<file path="src/rtl/snn_layer_scheduler.sv">
// snn_layer_scheduler
//   Time-multiplexes N_NEURONS leaky integrate-and-fire neurons onto one
//   shared update datapath. A timestep latches the input spike vector, then
//   updates one neuron per cycle (leak, integrate, saturate, fire/reset),
//   and publishes the resulting spike vector with a one-cycle done pulse.
//
// Ports
//   clk, rst_n      clock, asynchronous active-low reset
//   ena             1 = run; 0 = freeze all state (start/cfg_we ignored)
//   start           begin a timestep (only honoured in IDLE)
//   in_spikes       per-neuron input spikes, latched on the accepted start
//   cfg_we/addr/data configuration write (IDLE only):
//                   0..7 weight[i], 8 threshold, 9 leak_shift[2:0]
//   busy            high while a timestep is in flight (UPDATE, DONE)
//   done            one-cycle pulse, coincident with out_spikes update
//   out_spikes      spike vector of the last completed timestep
//   cur_idx         neuron currently being updated (0 outside UPDATE)
module snn_layer_scheduler #(
   parameter int N_NEURONS = 8,
   parameter int W         = 8
) (
   input  logic                 clk,
   input  logic                 rst_n,
   input  logic                 ena,
   input  logic                 start,
   input  logic [N_NEURONS-1:0] in_spikes,
   input  logic                 cfg_we,
   input  logic [3:0]           cfg_addr,
   input  logic [W-1:0]         cfg_data,
   output logic                 busy,
   output logic                 done,
   output logic [N_NEURONS-1:0] out_spikes,
   output logic [2:0]           cur_idx
);

   typedef enum logic [1:0] {S_IDLE, S_UPDATE, S_DONE} state_e;

   localparam logic [2:0]   LAST_IDX = 3'(N_NEURONS - 1);
   localparam logic [W-1:0] THR_RST  = W'(8'h80);

   state_e                      state_q, state_d;
   logic [2:0]                  idx_q, idx_d;
   logic [N_NEURONS-1:0]        spk_lat_q;
   logic [N_NEURONS-1:0]        shadow_q;
   logic [N_NEURONS-1:0]        out_q;
   logic                        done_q;
   logic [N_NEURONS-1:0][W-1:0] v_q;
   logic [N_NEURONS-1:0][W-1:0] weight_q;
   logic [W-1:0]                thr_q;
   logic [2:0]                  leak_sh_q;

   // ---------------- shared neuron datapath ----------------
   logic [W-1:0] v_cur, leak, w_cur, sat;
   logic [W:0]   sum;
   logic         fire;

   always_comb begin
      v_cur = v_q[idx_q];
      // shift of 0 means "no leak", not "leak everything"
      leak  = (leak_sh_q == 3'd0) ? '0 : (v_cur >> leak_sh_q);
      w_cur = spk_lat_q[idx_q] ? weight_q[idx_q] : '0;
      // v - leak never underflows, so one extra bit catches the only overflow
      sum   = {1'b0, v_cur} - {1'b0, leak} + {1'b0, w_cur};
      sat   = sum[W] ? '1 : sum[W-1:0];
      fire  = (sat >= thr_q);
   end

   // ---------------- control FSM ----------------
   always_comb begin
      state_d = state_q;
      idx_d   = idx_q;
      unique case (state_q)
         S_IDLE: begin
            if (start) begin
               state_d = S_UPDATE;
               idx_d   = 3'd0;
            end
         end
         S_UPDATE: begin
            if (idx_q == LAST_IDX) begin
               state_d = S_DONE;
               idx_d   = 3'd0;
            end else begin
               idx_d = idx_q + 3'd1;
            end
         end
         S_DONE: state_d = S_IDLE;
         default: begin
            state_d = S_IDLE;
            idx_d   = 3'd0;
         end
      endcase
   end

   always_ff @(posedge clk or negedge rst_n) begin
      if (!rst_n) begin
         state_q <= S_IDLE;
         idx_q   <= 3'd0;
      end else if (ena) begin
         state_q <= state_d;
         idx_q   <= idx_d;
      end
   end

   // ---------------- state / configuration ----------------
   always_ff @(posedge clk or negedge rst_n) begin
      if (!rst_n) begin
         spk_lat_q <= '0;
         shadow_q  <= '0;
         out_q     <= '0;
         v_q       <= '0;
         weight_q  <= '0;
         thr_q     <= THR_RST;
         leak_sh_q <= 3'd0;
      end else if (ena) begin
         unique case (state_q)
            S_IDLE: begin
               // a write in the start cycle lands before the first update
               if (cfg_we) begin
                  if (cfg_addr == 4'd8)
                     thr_q <= cfg_data;
                  else if (cfg_addr == 4'd9)
                     leak_sh_q <= cfg_data[2:0];
                  else if (int'(cfg_addr) < N_NEURONS)
                     weight_q[cfg_addr[2:0]] <= cfg_data;
               end
               if (start) begin
                  spk_lat_q <= in_spikes;
                  shadow_q  <= '0;
               end
            end
            S_UPDATE: begin
               v_q[idx_q] <= fire ? '0 : sat;
               if (fire) shadow_q[idx_q] <= 1'b1;
            end
            S_DONE: out_q <= shadow_q;
            default: ;
         endcase
      end
   end

   // done rises together with out_spikes; gated by ena so a freeze
   // can never stretch it beyond one cycle
   always_ff @(posedge clk or negedge rst_n) begin
      if (!rst_n) done_q <= 1'b0;
      else        done_q <= ena && (state_q == S_DONE);
   end

   assign busy       = (state_q != S_IDLE);
   assign done       = done_q;
   assign out_spikes = out_q;
   assign cur_idx    = idx_q;

endmodule
</file>
<file path="config.mk">
export PLATFORM = sky130hd
export DESIGN_NAME = snn_layer_scheduler
export DESIGN_NICKNAME = d
export VERILOG_FILES = /design/src/rtl/snn_layer_scheduler.sv
export SDC_FILE = /design/constraint.sdc
export NUM_CORES = 1
export LEC_CHECK = 0
export CAP_MARGIN = 25
export CORE_AREA = 2 2 149 151
export DETAILED_ROUTE_END_ITERATION = 6
export DIE_AREA = 0 0 151 153
export GPL_ROUTABILITY_DRIVEN = 0
export GPL_TIMING_DRIVEN = 0
export PLACE_DENSITY = 0.57
export RECOVER_POWER = 25
export SYNTH_ARGS = -nofsm -noshare
export SYNTH_HDL_FRONTEND = slang
export SYNTH_SLANG_ARGS = --single-unit
</file>
<file path="constraint.sdc">
create_clock -name clk -period 8.3 [get_ports clk]
set_input_delay 1.66 -clock clk [delete_from_list [all_inputs] [get_ports clk]]
set_output_delay 1.66 -clock clk [all_outputs]
set_load 0.03 [all_outputs]
</file>
-- After elaboration in Yosys (flattened, before gate mapping)
Cells that the tools add are included.
Widths: inputs -> output; s select.
- logic and storage cells: 89
- bits in registers: 169
- output and inout port bits: 13
- $add $sub $neg: 3
- mux-type cells: 27
- magnitude comparators: 6
- reductions and logical operators: 16
- eq/ne operators: 8
- bitwise logic cells: 4
- shift operators: 1
- operator list (cell ; number):
    $bwmux 64 ; 2
    $mux 8 ; 10
    $bmux 8 s3 ; 2
    $demux 8 s3 ; 2
    $pmux 8 s2 ; 1
    $add 9x8->9 ; 1
    $pmux 3 s3 ; 1
    $reduce_and 3->1 ; 3
    $sub 8x8->9 ; 1
    $eq 4x4->1 const B ; 2
    $ge 8x8->1 ; 1
    $lt 3x4->1 const B ; 2
    $or 8x8->8 ; 1
    $reduce_and 4->1 ; 2
    $shr 8x3->8 ; 1
    $ge 3x1->1 const B ; 2
    $mux 3 ; 2
    $ne 2x2->1 const B ; 3
    $reduce_and 6->1 ; 1
    $reduce_and 5->1 ; 1
    $lt 4x4->1 const B ; 1
    $mux 2 ; 2
    $pmux 2 s2 ; 1
    $reduce_and 2->1 ; 2
    12 further kinds ; 18

-- Logic depth before layout (Yosys ltp)
Gate-level depths: netlist of the first run.
- depth after elaboration: 10
- mapped depth: 27
- gate-level depth less buffers: 23

-- Worst setup path after synthesis of the first run
OpenSTA, ideal clock, no wires.
- path type: register -> register
- start point: register idx_q[2], in the netlist cur_idx[2]
- end point: register v_q[58] (netlist bit)
- period minus slack after synthesis: 5957 ps
- required time: 8217 ps
- stages on the path, launching flop included: 26
- path buffers: 2
- setup slack: 2343 ps
- data arrival time: 5875 ps
- cells stage by stage: dfrtp_1 buf_2 mux2_2 a221oi_1 nor2_1 or2_1 mux4_2 a2bb2oi_1 ha_1 inv_1 ha_1 inv_1 fa_1 nand2b_1 a211oi_1 mux2_2 nand2_1 a21oi_1 inv_1 ha_1 a21o_1 a221o_1 a31oi_1 clkbuf_1 nand2_1 o21ai_0
- word-level cells in the longest chain between the ends: 10
- elaborated cells on any way between the ends: 20
- ends and longest elaborated chain (item ; line ; source):
    start: declaration ; 42 ; logic [2:0] idx_q, idx_d;
    start signal: assignment ; 101 ; idx_q <= idx_d;
    $bmux 8 s3 ; 58 ; v_cur = v_q[idx_q];
    $mux 8 (not written as such) ; 58 ;
    $shr 8x3->8 ; 60 ; leak = (leak_sh_q == 3'd0) ? '0 : (v_cur >> leak_sh_q);
    $mux 8 ; 60 ;
    $sub 8x8->9 ; 63 ; sum = {1'b0, v_cur} - {1'b0, leak} + {1'b0, w_cur};
    $add 9x8->9 ; 63 ;
    $mux 8 ; 64 ; sat = sum[W] ? '1 : sum[W-1:0];
    $ge 8x8->1 ; 65 ; fire = (sat >= thr_q);
    $mux 8 ; 133 ; v_q[idx_q] <= fire ? '0 : sat;
    $bwmux 64 * ; 133 ;
    end signal: indexed assignment ; 133 ;
    end: declaration ; 47 ; logic [N_NEURONS-1:0][W-1:0] v_q;
Mark *: on every way between the ends. The rest lies on a longest branch, timed or not. The select of a mux whose other input is x is not followed.
A chain may end at the register's enable or synchronous reset.

-- Worst setup path in the final report of the first run
- start point: register idx_q[0], in the netlist cur_idx[0]
- end point: register v_q[47] (netlist bit)
The elaborated chain is that of the path after synthesis.

==> summary.md, run 1 <==
| Metric | Value |
|---|---|
| Vias in the first global route | 6192 |
| Worst Tran Pin Value | 4.33 ns |
| Crit Reg-Reg Endpoint | v_q[47] |
| Vias after detailed routing | 6188 |
| CP required | 8.64 ns |
| Reg2reg path depth | 26 |
| Clock Latency Late Sink | 0.44 ns |
| Crit-path max cell delay | 0.57 ns |
| Design area | 9780 µm² |
| Mapped Cells | 759 |
| Number of diodes | 0 |
| Cell Area, Synth | 8480 µm² |
| Routed vias/inst | 5.61 |
| Initial antenna violation count | 0 |
| Met2 usage | 0.305 |
| Distinct cells, synth | 61 |
| RSZ-0062 raised after global routing | no |
| Failing checks | max-capacitance violations, max-slew violations |
| Register area share after synthesis | 0.499 |
| Non-Filler Instances | 1104 |
| Syn avg cell area | 11.2 µm² |
| DP HPWL | 15500 µm |
| Area delta synth->final | 15.3% |
| Fmax | 131 MHz |
| Pin count of the biggest net entering global routing | 89 |
| Site row count | 54 |
| Worst setup margin | 0.692 ns |
| Max-Cap Viols | 2 |
| Hold crit path type | reg -> reg |
| Share of cells above drive strength 1 | 0.214 |
| Remaining global-route overflow | 0 |
| First-pass GRT wire length | 35200 µm |
| CP max FO | 10 |
| CTS buffer count | 17 |
| Height of the die | 153 µm |
| CP max stage cell | o22ai_1 |
| Worst Path Class, Setup | reg -> reg |
| Post-synth EDFFs | 0 |
| Clock root cell | clkbuf_16 |
| Placed Instance Area | 9200 µm² |
| Asr flop ratio synth | 1.00 |
| Fin. max-slew vios | 172 |
| R2R Setup Slk | 0.69 ns |
| Status | finished with violations |
| # DRC | 0 |
| Yosys Warn Count | 0 |
| Hold EP | shadow_q[6] |
| Crit-path most repeated cell | inv_1 |
| CTS tree | built |
| Worst flop-to-flop path startpoint | cur_idx[0] |
| Hold_sp | shadow_q[6] |
| Worst Path Buf+Inv | 8 |
| Period minus WS final | 7.61 ns |
| Avg WL per Cell | 20.2 µm |
| H-tree depth reported by CTS | 4 |
| TritonRoute pass-1 iters | 5 |
| Worst setup EP type | flop |
| Setup crit start kind | flop |
| Die area | 23100 µm² |
| GR Util All Layers | 0.201 |
| Fin crit share | 0.917 |
| Hold_buf cts | 0 |
| Final setup viols | 0 |
| Total core area | 21500 µm² |
| Worst endpoint data arrival time | 7.95 ns |
| Prevailing post-synth register cell | dfrtp_1 |
| Synthesis-stage register bit count | 169 |
| Routed WL | 22300 µm |
| Clock Skew | 0.0224 ns |
| Setup TNS | 0 ns |
| Worst slew margin | -1.88 |
| Syn nets | 811 |
| IO Pins | 38 |
| Clock input transition at the sequential cells of the worst setup and hold paths | 0.07 ns |
| IO buf count | 32 |
| Gr busiest metal | met2 |
| CTS sink count | 169 |
| Worst slack after detailed placement | 0.260 ns |
| Met3 Usage GRT | 0.0367 |
| Routed Antenna Nets | 0 |
| Met1 layer usage reported by global route | 0.292 |
| Clk buf depth | 2 |
| DR iter-0 viols | 422 |
| Post-Place Cells | 1074 |
| Hold Path Depth | 2 |
| Final #Nets | 864 |
| CP top delay family | compound AO/OA/AOI/OAI gates |
| Final hold vios | 0 |
| Post-CTS Setup Repair Bufs | 0 |
| Die outline width | 151 µm |
| Initial core utilization | 0.395 |
synthesized netlist by cell type (5+ instances only):
master    instances  share of area
nor2_1           24          0.011
mux4_2           11          0.029
nor2b_1           6         0.0044
inv_1            33          0.015
a221oi_1         16          0.017
o21ai_0          85          0.050
fa_1              8          0.019
a22oi_1          10         0.0089
mux2_2          109           0.14
nand2b_1          5         0.0037
clkbuf_1         17         0.0075
nand3_1          15         0.0089
dfrtp_1         168           0.50
buf_1             7         0.0031
a21oi_1          10         0.0059
buf_2            12         0.0071
nand2_1         108          0.048
a21o_1            6         0.0053
mux2i_1          15          0.018
ha_1             19          0.028
stage by stage:
stage	hold WS [ns]	util
6_report	0.478	0.455
5_1_grt	0.502	0.455
4_1_cts	0.481	0.457
3_5_place_dp	0.467	0.428
3_3_place_gp	0.456	0.426
2_1_floorplan	0.443	-
state kept, by name (all words and copies together) (netlist names):
name,cells
v_q,64
weight_q,64
out_spikes,8
shadow_q,8
spk_lat_q,8
thr_q,8
cur_idx,3
leak_sh_q,3
state_q,2
done,1
worst max-delay path by stage:
| stage | start | to | cells after the start |
|---|---|---|---|
| 4_1_cts | cur_idx[2] | v_q[31] | 23 |
| 3_5_place_dp | cur_idx[2] | v_q[59] | 23 |
| 5_1_grt | cur_idx[0] | v_q[55] | 26 |
| 3_3_place_gp | rst_n | v_q[51] | 1 |
| 6_report | cur_idx[0] | v_q[47] | 26 |
| 2_1_floorplan | cur_idx[2] | v_q[58] | 25 |
worst min-delay path: stages, from the launching register on:
cell,delay [ns]
dfrtp_1,0.34
nand2_1,0.04
o21ai_0,0.06
final cells by class:
| cell class | count | area [µm²] |
|---|---|---|
| plain buffers | 36 | 154 |
| clock buffers | 18 | 429 |
| clock inverters | 13 | 184 |
| fillers | 2071 | 11700 |
| inverters | 34 | 128 |
| multi-input cells | 519 | 3980 |
| flip-flops and latches | 169 | 4230 |
| well taps | 280 | 350 |
| repair buffers | 35 | 332 |
cell usage in the layout (no fill, tap or decap), types with 10 or more instances in the layout:
cell type / n
dfrtp_1: 168
nand2_1: 108
a22oi_1: 10
mux2i_1: 15
inv_1: 33
mux2_2: 109
clkdlybuf4s50_1: 30
nor2_1: 24
nand3_1: 15
ha_1: 19
mux4_2: 11
a221oi_1: 16
clkbuf_1: 19
buf_2: 13
clkbuf_16: 17
o21ai_0: 85
metal layers:
metal | up-vias | share of wire
li1 | 2829 | -
met1 | 3166 | 0.46
met2 | 158 | 0.47
met3 | 35 | 0.044
met4 | 0 | 0.023
met5 | - | 0
logic make-up (layout without fill, tap and decap cells):
| kind of cell | after synthesis | count (layout) | synth area share |
|---|---|---|---|
| XOR/XNOR | 3 | 3 | 0.00310 |
| flip-flops | 169 | 169 | 0.499 |
| adder cells (fa/ha/maj) | 27 | 27 | 0.0469 |
| AND/OR/NAND/NOR | 187 | 187 | 0.102 |
| AO/OA/AOI/OAI | 166 | 166 | 0.123 |
| multiplexers | 135 | 135 | 0.192 |
| other | 1 | 1 | 0.000442 |
| buffers and inverters | 71 | 136 | 0.0336 |
repair_timing:
item | 4_1_cts | 5_1_grt
hold endpoints to repair | 0 | 0
resized for setup | 0 | 2
setup endpoints to repair | 0 | 57
Power of run 1 is left out: the tool's default activity adds up to more than one toggle a clock period on the data nets, which glitch-free logic cannot reach.
==> run 2: changes to the inputs <==
- PLACE_DENSITY: 0.57 -> 0.59
==> run 2 against run 1 <==
  * The run still ends with max-capacitance violations, max-slew violations left
  * Sequential share of layout area rose by 0.30 points
  * Non-clock buffer count grew 1
  * First-iteration DRC count fell by 5.9%
  * Wire length shrank 1.5%
  * Clock skew is 0.0074 ns lower
  * Clock-buffer cell count is 1 higher
  * Cell count about the same
  * Global-route usage shrank 0.15 points
  * Hold slack worse by 0.0043 ns
  * Maximum frequency down 2.5%
  * Critical endpoint is now v_q[19]
  * Largest cell class unchanged
==> summary.md, run 2 (synthesis gave the netlist of run 1 again) <==
| Metric | Value |
|---|---|
| Die area | 23100 µm² (unchanged) |
| CP max FO | 10 (unchanged) |
| CTS tree | built |
| Top Registers | v_q (64), weight_q (64) |
| Clock root cell | clkbuf_16 |
| Highest-count cells in the layout ignoring fill and taps | 168 x dfrtp_1, 109 x mux2_2, 108 x nand2_1 |
| Total core area | 21500 µm² (unchanged) |
| Share of cells above drive strength 1 | 0.216 (+0.00217) |
| IO Pins | 38 (unchanged) |
| CTS sink count | 169 (unchanged) |
| Leading cell type in the layout, fill and taps excluded | dfrtp_1 |
| Fin. max-slew vios | 172 (unchanged) |
| Worst Tran Pin Value | 3.91 ns (-0.414 ns) |
| Vias after detailed routing | 6153 (-0.57%) |
| CP max stage cell | buf_1 |
| Cell Chain, Critical Path | buf_2 > buf_2 > buf_1 > mux4_2 > mux2i_1 > nor2_1 > fa_1 > ha_1 > a21oi_1 > a21oi_1 > nor3_1 > nand2_1 > a21oi_2 > inv_1 > ha_1 > a21o_1 > a221o_1 > a31oi_1 > clkbuf_1 > nand2_1 > o21ai_0 |
| IO buf count | 32 (unchanged) |
| CP required | 8.65 ns (about the same) |
| Final setup viols | 0 (unchanged) |
| Final hold slack | 0.474 ns (-0.00433 ns) |
| Worst slew margin | -1.61 (+0.276) |
| Height of the die | 153 µm (unchanged) |
| Crit-path max cell delay | 0.70 ns (+0.13 ns) |
| Worst Path Buf+Inv | 5 (-3) |
| Post-CTS Setup Repair Bufs | 0 (unchanged) |
| Initial core utilization | 0.395 (unchanged) |
| Hold_buf cts | 0 (unchanged) |
| First-pass GRT wire length | 34800 µm (-0.94%) |
| Clock Latency Late Sink | 0.44 ns (about the same) |
| H-tree depth reported by CTS | 4 (unchanged) |
| Setup crit start kind | flop |
| RSZ-0062 raised after global routing | no |
| Clock input transition at the sequential cells of the worst setup and hold paths | 0.07 ns (about the same) |
| Worst setup EP type | flop |
| TritonRoute pass-1 iters | 5 (unchanged) |
| Number of diodes | 0 (unchanged) |
| Die outline width | 151 µm (unchanged) |
| Final #Nets | 865 (+0.12%) |
| Status | finished with violations |
| Period minus WS final | 7.81 ns (+0.198 ns) |
| CTS buffer count | 17 (unchanged) |
| Initial antenna violation count | 0 (unchanged) |
| Clock Skew | 0.0150 ns (-0.00739 ns) |
| Avg WL per Cell | 19.8 µm (-1.6%) |
| Final hold vios | 0 (unchanged) |
| GR Util All Layers | 0.200 (-0.00145) |
| Routed vias/inst | 5.57 (-0.66%) |
| Vias in the first global route | 6086 (-1.7%) |
| Worst endpoint data arrival time | 8.15 ns (+0.20 ns) |
| Routed WL | 21900 µm (-1.5%) |
| Clk buf depth | 2 (unchanged) |
| Area delta synth->final | 14.5% |
| Site row count | 54 (unchanged) |
| Worst Path Class, Setup | reg -> reg |
| Failing checks | max-capacitance violations, max-slew violations |
| DR iter-0 viols | 397 (-5.9%) |
| Remaining global-route overflow | 0 (unchanged) |
| Routed Antenna Nets | 0 (unchanged) |
| Fin crit share | 0.940 (+0.0239) |
| # DRC | 0 (unchanged) |
| Fmax | 128 MHz (-2.5%) |
| CP top delay family | compound AO/OA/AOI/OAI gates |
| Hold crit path type | reg -> reg |
| Pin count of the biggest net entering global routing | 99 (+11%) |
| Max-Cap Viols | 2 (unchanged) |
| DP HPWL | 15300 µm (-1.7%) |
[run 2: cell types whose count changed in the layout (fill, tap and decap cells not counted), moves of 2 or more]
| cell | previous run | this run |
|---|---|---|
| clkbuf_8 | 0 | 2 |
| clkinv_2 | 0 | 3 |
| bufinv_16 | 3 | 0 |
| clkinv_4 | 0 | 2 |
[run 2: metal layers]
layer / GRT usage / up-vias / wire length, µm
li1: - / 2833 / -
met1: 0.288 / 3118 / 10300
met2: 0.304 / 172 / 10100
met3: 0.0424 / 30 / 1130
met4: 0.0610 / 0 / 411
met5: 0 / - / 0
[run 2: worst min-delay path: cells and delay by family (launching register included)]
kind             cells  cell delay [ns]
AO/OA/AOI/OAI        1             0.06
flip-flops           1             0.34
AND/OR/NAND/NOR      1             0.04
[run 2: repair_timing]
action	CTS	global route
endpoints found under the hold margin	0	0
endpoints found under the setup margin	3	36
gates cloned	0	0
gates resized for setup	1	3
[run 2: area by class of cell]
class | instances | area (µm²)
Inverter | 34 | 128
Buffer | 37 | 159
Tap cell | 280 | 350
Timing Repair Buffer | 35 | 329
Fill cell | 2076 | 11800
Sequential cell | 169 | 4230
Clock buffer | 19 | 453
Clock inverter | 12 | 90.1
Multi-Input combinational cell | 519 | 3980
[run 2: worst paths after layout]
check,start,endpoint,cells past startpoint,slack (ns)
setup / recovery,cur_idx[1],v_q[19],21,0.49
max in group asynchronous,rst_n,weight_q[23],2,1.84
min in group asynchronous,rst_n,state_q[0],1,2.57
hold reg to reg,v_q[62],v_q[62],2,0.47
hold / removal,v_q[62],v_q[62],2,0.47
setup reg to reg,cur_idx[1],v_q[19],21,0.49
[run 2: metrics by stage]
stage                      TNS, ns  instances  cell area [µm²]  setup WS [ns]  utilization
final                            0       1105             9720          0.494        0.452
after global routing             0       1105             9720          0.164        0.452
after CTS                        0       1105             9740          0.263        0.453
after detailed placement  -0.00147       1074             9200       -0.00147        0.428
after global placement     -273.76       1071             9150          -1.64        0.426
after floorplan                  0        759             8480           2.34            -
Power of run 2 is left out for the same reason.
==> run 3: changes to the inputs <==
- CTS_BUF_LIST: not set -> sky130_fd_sc_hd__clkbuf_4
- CTS_CLUSTER_DIAMETER: not set -> 200
==> run 3 against run 2 <==
  * The run still ends with max-capacitance violations, max-slew violations left
  * Die area is the same
  * Sequential share of layout area up 1.5 points
  * Hold slack better by 0.018 ns
  * Register-to-register slack is essentially flat
  * Global-route usage shrank 0.052 points
  * Flip-flop and latch count unchanged
  * Clock skew increased by 0.0068 ns
  * Clock-buffer cell count fell by 2
  * Cell count barely moved
  * Wire length is 0.52% lower
  * Critical path type unchanged
==> summary.md, run 3 (synthesis gave the netlist of run 1 again) <==
| Metric | Value |
|---|---|
| Pin count of the biggest net entering global routing | 99 (unchanged) |
| Failing checks | max-capacitance violations, max-slew violations |
| Setup crit start kind | flop |
| CTS sink count | 169 (unchanged) |
| Clock input transition at the sequential cells of the worst setup and hold paths | 0.15 ns (+0.08 ns) |
| Hold crit path type | reg -> reg |
| Worst endpoint data arrival time | 8.31 ns (+0.16 ns) |
| Worst slew margin | -1.57 (+0.0329) |
| Status | finished with violations |
| Share of cells above drive strength 1 | 0.213 (-0.00242) |
| Fin. max-slew vios | 172 (unchanged) |
| Hold Path Depth | 2 (unchanged) |
| Fillcell total | 2110 (+1.6%) |
| GR Util All Layers | 0.200 (-0.000518) |
| Clk buf depth | 2 (unchanged) |
| RSZ-0062 raised after global routing | no |
| Design area | 9400 µm² (-3.2%) |
| # DRC | 0 (unchanged) |
| Leading cell type in the layout, fill and taps excluded | dfrtp_1 |
| Remaining global-route overflow | 0 (unchanged) |
| CP required | 8.80 ns (+0.15 ns) |
| IO Pins | 38 (unchanged) |
| Fin crit share | 0.941 (about the same) |
| IO buf count | 32 (unchanged) |
| Hold_buf cts | 0 (unchanged) |
| Core Util, Final | 0.438 (-0.0147) |
| Crit Reg-Reg Endpoint | v_q[11] |
| Reg2reg path depth | 21 (unchanged) |
| Initial core utilization | 0.395 (unchanged) |
| R2R Setup Slk | 0.49 ns (about the same) |
| Hold EP | shadow_q[6] |
| Top Registers | v_q (64), weight_q (64) |
| Placed Instance Area | 9200 µm² (unchanged) |
| Max-Cap Viols | 2 (unchanged) |
| Vias in the first global route | 6109 (+0.38%) |
| Total core area | 21500 µm² (unchanged) |
| Height of the die | 153 µm (unchanged) |
| CTS buffer count | 17 (unchanged) |
| CP max stage cell | buf_1 |
| Worst Tran Pin Value | 3.86 ns (-0.0493 ns) |
| H-tree depth reported by CTS | 4 (unchanged) |
| Clock Latency Late Sink | 0.58 ns (+0.14 ns) |
| Worst setup EP type | flop |
| Post-Place Cells | 1074 (unchanged) |
| Initial antenna violation count | 1 (+1) |
| Site row count | 54 (unchanged) |
| Vias after detailed routing | 6121 (-0.52%) |
| CP max FO | 10 (unchanged) |
| Crit-path max cell delay | 0.70 ns (about the same) |
| Worst flop-to-flop path startpoint | cur_idx[1] |
| Period minus WS final | 7.81 ns (+0.00612 ns) |
| DR iter-0 viols | 449 (+13%) |
| Routed vias/inst | 5.53 (-0.61%) |
| First-pass GRT wire length | 34700 µm (-0.36%) |
| CTS tree | built |
| Avg WL per Cell | 19.7 µm (-0.61%) |
| Final hold vios | 0 (unchanged) |
| Routed WL | 21800 µm (-0.52%) |
| Non-Filler Instances | 1106 (+0.090%) |
| DP HPWL | 15300 µm (unchanged) |
| TritonRoute pass-1 iters | 5 (unchanged) |
| Worst Path Class, Setup | reg -> reg |
| Fmax | 128 MHz (about the same) |
| Die outline width | 151 µm (unchanged) |
| Clock Skew | 0.0217 ns (+0.00675 ns) |
| Cell Chain, Critical Path | buf_2 > buf_2 > buf_1 > mux4_2 > mux2i_1 > nor2_1 > fa_1 > ha_1 > a21oi_1 > a21oi_1 > nor3_1 > nand2_1 > a21oi_2 > inv_1 > ha_1 > a21o_1 > a221o_1 > a31oi_1 > clkbuf_1 > nand2_1 > o21ai_0 |
| Clock root cell | clkbuf_4 |
| Area delta synth->final | 10.8% |
| Die area | 23100 µm² (unchanged) |
| Final setup viols | 0 (unchanged) |
| Post-CTS Setup Repair Bufs | 0 (unchanged) |
| Routed Antenna Nets | 0 (unchanged) |
| Final #Nets | 865 (unchanged) |
| Hold_sp | shadow_q[6] |
| Highest-count cells in the layout ignoring fill and taps | 168 x dfrtp_1, 109 x mux2_2, 108 x nand2_1 |
## run 3: timing repair
item | CTS | global route
endpoints found under the hold margin | 0 | 0
endpoints found under the setup margin | 8 | 41
gates cloned | 0 | 0
gates resized for setup | 1 | 3
pin swaps | 0 | 0
## run 3: how the worst max path moves through the flow
stage / from / endpoint / slack, ns
finish: cur_idx[1] / v_q[11] / 0.49
detailed placement: cur_idx[2] / v_q[11] / -0.001
CTS: cur_idx[2] / v_q[27] / 0.24
floorplan: cur_idx[2] / v_q[58] / 2.34
global route: cur_idx[0] / v_q[27] / 0.15
global placement: rst_n / v_q[51] / -1.64
## run 3: per-stage QoR
stage,TNS [ns],hold WS (ns),setup WS (ns)
floorplan,0,0.443,2.34
global placement,-273.76,0.458,-1.64
detailed placement,-0.00147,0.464,-0.00147
CTS,0,0.496,0.245
global route,0,0.517,0.150
finish,0,0.492,0.488
## run 3: final cells by class
cell class	instances	area [µm²]	share of cell area
inverter	34	128	0.0136
timing repair buffer	35	329	0.0350
tap	280	350	0.0373
sequential	169	4230	0.450
multi-input combinational	519	3980	0.423
clock inverter	14	97.6	0.0104
buffer	37	159	0.0169
clock buffer	17	128	0.0136
antenna	1	2.50	0.000266
## run 3: per-layer routing
layer | part of all wire | track usage | vias up
met5 | 0 | 0 | -
met1 | 0.46 | 0.287 | 3092
met3 | 0.052 | 0.0427 | 32
met4 | 0.018 | 0.0636 | 0
li1 | - | - | 2822
met2 | 0.47 | 0.302 | 175
## run 3: critical path, delay by kind of cell (launching register included)
family / cells / cell delay [ns]
AOI/OAI and AO/OA: 7 / 2.16
adders and majority gates: 3 / 1.14
buffers and inverters: 5 / 1.91
DFF: 1 / 0.46
muxes: 2 / 0.78
and+or+nand+nor: 4 / 1.26
Power of run 3 is left out for the same reason.
==> RTL change 1: new RTL, flow settings as in run 1 <==
Remove the register `done_q`: a continuous assignment takes its place, so the output `done` follows one clock earlier.
--- a/src/rtl/snn_layer_scheduler.sv
+++ b/src/rtl/snn_layer_scheduler.sv
@@ -142,8 +142,5 @@
    // done rises together with out_spikes; gated by ena so a freeze
    // can never stretch it beyond one cycle
-   always_ff @(posedge clk or negedge rst_n) begin
-      if (!rst_n) done_q <= 1'b0;
-      else        done_q <= ena && (state_q == S_DONE);
-   end
+   assign done_q = ena && (state_q == S_DONE);
 
    assign busy       = (state_q != S_IDLE);
Function: changed (a bounded check fails within 10 cycles, from zero or initial values and one cycle with rst_n low).
==> RTL change 1 against run 1 <==
Critical endpoint is now v_q[36]$_DFFE_PN0P_. Critical path depth down 2. Cell area down 0.82%. Sequential cell count down 1. The run still ends with capacitance limit, slew limit left. Worst setup slack better by 0.13 ns. Clock skew down 0.013 ns. Synthesized area down 0.86%. Largest cell class unchanged. Routed wire length up 6.8%.
Power is not shown: default switching activity piles up to over one toggle a cycle in this logic, so the estimate is an artifact.
==> RTL change 1: results (changes against run 1) <==
Status
  • Outcome: finished, violations left
  • Failing checks: capacitance limit, slew limit

Yosys
  • Post-synthesis adder-cell area fraction: 0.0473 (+0.000405)
  • Synth area leaders: dfrtp_1 (50%), mux2_2 (14%), o21ai_0 (5.4%), nand2_1 (5.1%), ha_1 (2.8%)
  • Seq/Total Area, Yosys: 0.500 (+0.00133)
  • Post-synthesis mux area share: 0.168 (-0.0233)
  • Synth Area in Compound Gates: 0.142 (+0.0186)
  • Top cells by count, synth: dfrtp_1 (167), nand2_1 (114), mux2_2 (107), o21ai_0 (91), inv_1 (30)
  • Mean Syn Cell Area: 10.9 sq um (-2.4%)
  • Post-Syn Nets: 823 (+1.5%)
  • Post-synthesis xor/xnor area fraction: 0.00312 (+0.0000267)
  • EDFF count, synth: 0 (unchanged)
  • Unique masters post-synth: 63 (+3.3%)
  • Yosys warns: 0 (unchanged)

Final layout
  • Layout cells sized above 1: 0.199 (-0.0150)
  • Fillers: 2017 (-2.6%)
  • Net count, final: 876 (+1.4%)
  • Top Registers: v_q (64), weight_q (64)

STA
  • Fmax: 134 MHz (+1.7%)
  • Skew final: 0.00967 ns (-0.0127 ns)
  • Slew @ Worst Pin: 4.69 ns (+0.362 ns)
  • Hold_ws: 0.477 ns (-0.00144 ns)
  • Slew Viols, Final: 171 (-0.58%)

Placement
  • Pre-CTS WS: 0.868 ns (+0.608 ns)
  • DP HPWL: 16500 um (+6.3%)
  • Placed Cells: 1085 (+1.0%)

Worst setup path
  • CP max stage delay: 0.62 ns (+0.05 ns)
  • Worst reg2reg path startpoint: cur_idx[2]$_DFFE_PN0P_
  • CP arrival: 7.83 ns (-0.12 ns)
  • Crit-path max FO: 10 (unchanged)
  • Startpoint types: flop
  • R2R cell count: 24 (-7.7%)
  • R2R setup slack: 0.82 ns (+0.13 ns)
  • Reg2Reg Capture Point: v_q[36]$_DFFE_PN0P_

CTS
  • Post-CTS Setup Bufs: 0 (unchanged)
  • Clock latency on the worst-skew pair: 0.43 ns
  • Root Driver: clkbuf_16
  • # H-tree levels: 4 (unchanged)

Worst hold path
  • Hold Path Origin: v_q[47]$_DFFE_PN0P_
  • Hold EP: v_q[47]$_DFFE_PN0P_
  • Worst Hold Class: reg -> reg

Job
  • Max Cap Violations: 2 (unchanged)

Routing
  • Via count: 6352 (+2.7%)
  • Initial DRC Count: 513 (+22%)
  • Via/cell ratio: 5.69 (+1.5%)
  • Pre-Repair DR Iteration Count: 6 (+1)
  • DR WL/cell: 21.3 um (+5.7%)

Global route
  • First-pass GRT wire length: 37400 um (+6.3%)
  • Vias in the first global route: 6164 (-0.45%)
  • Total GRT Usage: 0.215 (+0.0137)
  • Largest net degree at the start of global routing: 88 (-1.1%)
-- RTL change 1: changes by cell type in the layout (fill, tap and decap cells not counted), sizes merged, moves of 7 or more --
cell	run 1	this run
a221oi	16	23
nand3	15	7
mux4	11	4
nand2	108	115
o21ai	86	94
-- RTL change 1: layout make-up --
| type | count | area [sq um] | area share |
|---|---|---|---|
| Buffer | 35 | 153 | 0.0157 |
| Clock buffer | 19 | 453 | 0.0467 |
| Clock inverter | 12 | 163 | 0.0168 |
| Inverter | 32 | 120 | 0.0124 |
| Multi-Input combinational cell | 536 | 3930 | 0.405 |
| Sequential cell | 168 | 4210 | 0.433 |
| Tap cell | 280 | 350 | 0.0361 |
| Timing Repair Buffer | 34 | 327 | 0.0337 |
-- RTL change 1: per-layer routing --
layer	GRT usage	share of wire	wire length (um)	vias to the layer above
met5	0	0	0	-
met4	0.0610	0.020	466	0
met3	0.0355	0.046	1100	32
met2	0.326	0.46	11000	167
met1	0.318	0.47	11200	3279
li1	-	-	-	2874
-- RTL change 1: cells by family after synthesis --
family          after synthesis
compound gates              190
other cells                   1
simple gates                192
fa+ha+maj                    27
buf+inv                      67
mux                         123
xor+xnor                      3
flops                       168
-- RTL change 1: metrics by stage --
step	setup TNS, ns	area (sq um)
finish	0	9700
global placement	-268.01	9080
CTS	0	9740
floorplan	0	8410
detailed placement	0	9120
global route	0	9700
==> RTL change 2: new RTL, settings of run 1 <==
Without the edit above. `W`: 8 -> 7.
--- a/src/rtl/snn_layer_scheduler.sv
+++ b/src/rtl/snn_layer_scheduler.sv
@@ -18,5 +18,5 @@
 module snn_layer_scheduler #(
    parameter int N_NEURONS = 8,
-   parameter int W         = 8
+   parameter int W         = 7
 ) (
    input  logic                 clk,
Interface: changed (resized cfg_data); port bits go from 38 to 37. The function was not compared with the original's and may differ.
==> RTL change 2 against run 1 <==
The flow still finishes with violations (capacitance limit, slew limit). Global-route usage is 0.75 points lower. Cell area is 5.2% lower. First-iteration DRC count is 11% lower. Sequential cell count is 17 lower. Synthesized cell count is 12% lower. Utilization is 2.4 points lower. Routed wire length is 4.7% lower. Worst setup slack better by 0.14 ns. Synthesized area is 4.6% lower. Critical endpoint is now v_q[10]$_DFFE_PN0P_. Largest cell class is now multi-input gates. Highest routed layer unchanged.
Power is not shown: default switching activity piles up to over one toggle a cycle in this logic, so the estimate is an artifact.
==> RTL change 2: results (changes against run 1) <==
Placement
  • DP HPWL: 15100 um (-2.9%)
  • I/O Buffers: 31 (-3.1%)

Final layout
  • Multi-input comb cells: 450 (-13%)
  • Final std cells w/o fill: 1010 (-8.5%)
  • Inverters: 30 (-12%)
  • Clk tree area frac: 0.0564 (-0.00629)
  • NonClk Buf Share: 0.0509 (+0.00123)
  • Multi-input combinational area share: 0.433 (+0.0264)
  • Layout cells sized above 1: 0.275 (+0.0618)
  • Fillers: 1994 (-3.7%)

STA
  • Slew @ Worst Pin: 2.61 ns (-1.72 ns)
  • Slew Viols, Final: 155 (-9.9%)
  • Skew final: 0.0122 ns (-0.0102 ns)

Status
  • Failing checks: capacitance limit, slew limit
  • Outcome: finished, violations left

Yosys
  • Post-Syn Nets: 715 (-12%)
  • Synth area leaders: dfrtp_1 (47%), mux2_2 (17%), mux4_2 (5.3%), mux2i_1 (2.8%), ha_1 (2.6%)
  • Unique masters post-synth: 60 (-1.6%)
  • Top cells by count, synth: dfrtp_1 (152), mux2_2 (124), nand2_1 (48), nor2_1 (32), inv_1 (30)
  • Register bit total from synthesis: 152 (-10%)

Worst setup path
  • CP arrival: 7.77 ns (-0.18 ns)
  • Worst path slowest cell: o21ai_1

Global route
  • Largest net degree at the start of global routing: 105 (+18%)
  • First-pass GRT wire length: 33800 um (-3.8%)
  • Vias in the first global route: 5881 (-5.0%)

Job
  • Max Cap Violations: 2 (unchanged)

Routing
  • Initial DRC Count: 377 (-11%)
RTL change 2: logic make-up after synthesis:
kind of cell,Yosys count,share of synthesized area
other,1,0.000463
multiplexers,166,0.254
AND/OR/NAND/NOR,148,0.0949
buffers and inverters,65,0.0340
flip-flops,152,0.470
XOR/XNOR,4,0.00433
AO/OA/AOI/OAI,107,0.0988
adder cells (fa/ha/maj),24,0.0436
RTL change 2: through the flow:
stage / util / setup WS [ns]
after global routing: 0.432 / 0.339
after detailed placement: 0.409 / 0.823
after CTS: 0.433 / 0.801
final: 0.432 / 0.837
after floorplan: - / 2.39
after global placement: 0.407 / -0.319
RTL change 2: layer usage:
metal / track usage / vias to the layer above / wire length, um
met1: 0.269 / 3041 / 9680
met4: 0.0636 / 0 / 435
met2: 0.310 / 125 / 10300
li1: - / 2561 / -
met3: 0.0313 / 33 / 753
met5: 0 / - / 0
RTL change 2: tightest hold or removal path, stage by stage (launching register included):
cell and delay, ns:
dfrtp_1 0.34, nand2_1 0.05, o31ai_1 0.06
RTL change 2: worst paths after layout:
| kind | start | end | slack [ns] | cells past startpoint |
|---|---|---|---|---|
| max in group asynchronous | rst_n | weight_q[17]$_DFFE_PN0P_ | 2.61 | 2 |
| worst max register to register | cur_idx[2]$_DFFE_PN0P_ | v_q[10]$_DFFE_PN0P_ | 0.84 | 21 |
| worst min-delay path | v_q[6]$_DFFE_PN0P_ | v_q[6]$_DFFE_PN0P_ | 0.48 | 2 |
| worst max-delay path | cur_idx[2]$_DFFE_PN0P_ | v_q[10]$_DFFE_PN0P_ | 0.84 | 21 |
| min in group asynchronous | rst_n | out_spikes[0]$_DFFE_PN0P_ | 2.05 | 1 |
| worst min register to register | v_q[6]$_DFFE_PN0P_ | v_q[6]$_DFFE_PN0P_ | 0.48 | 2 |
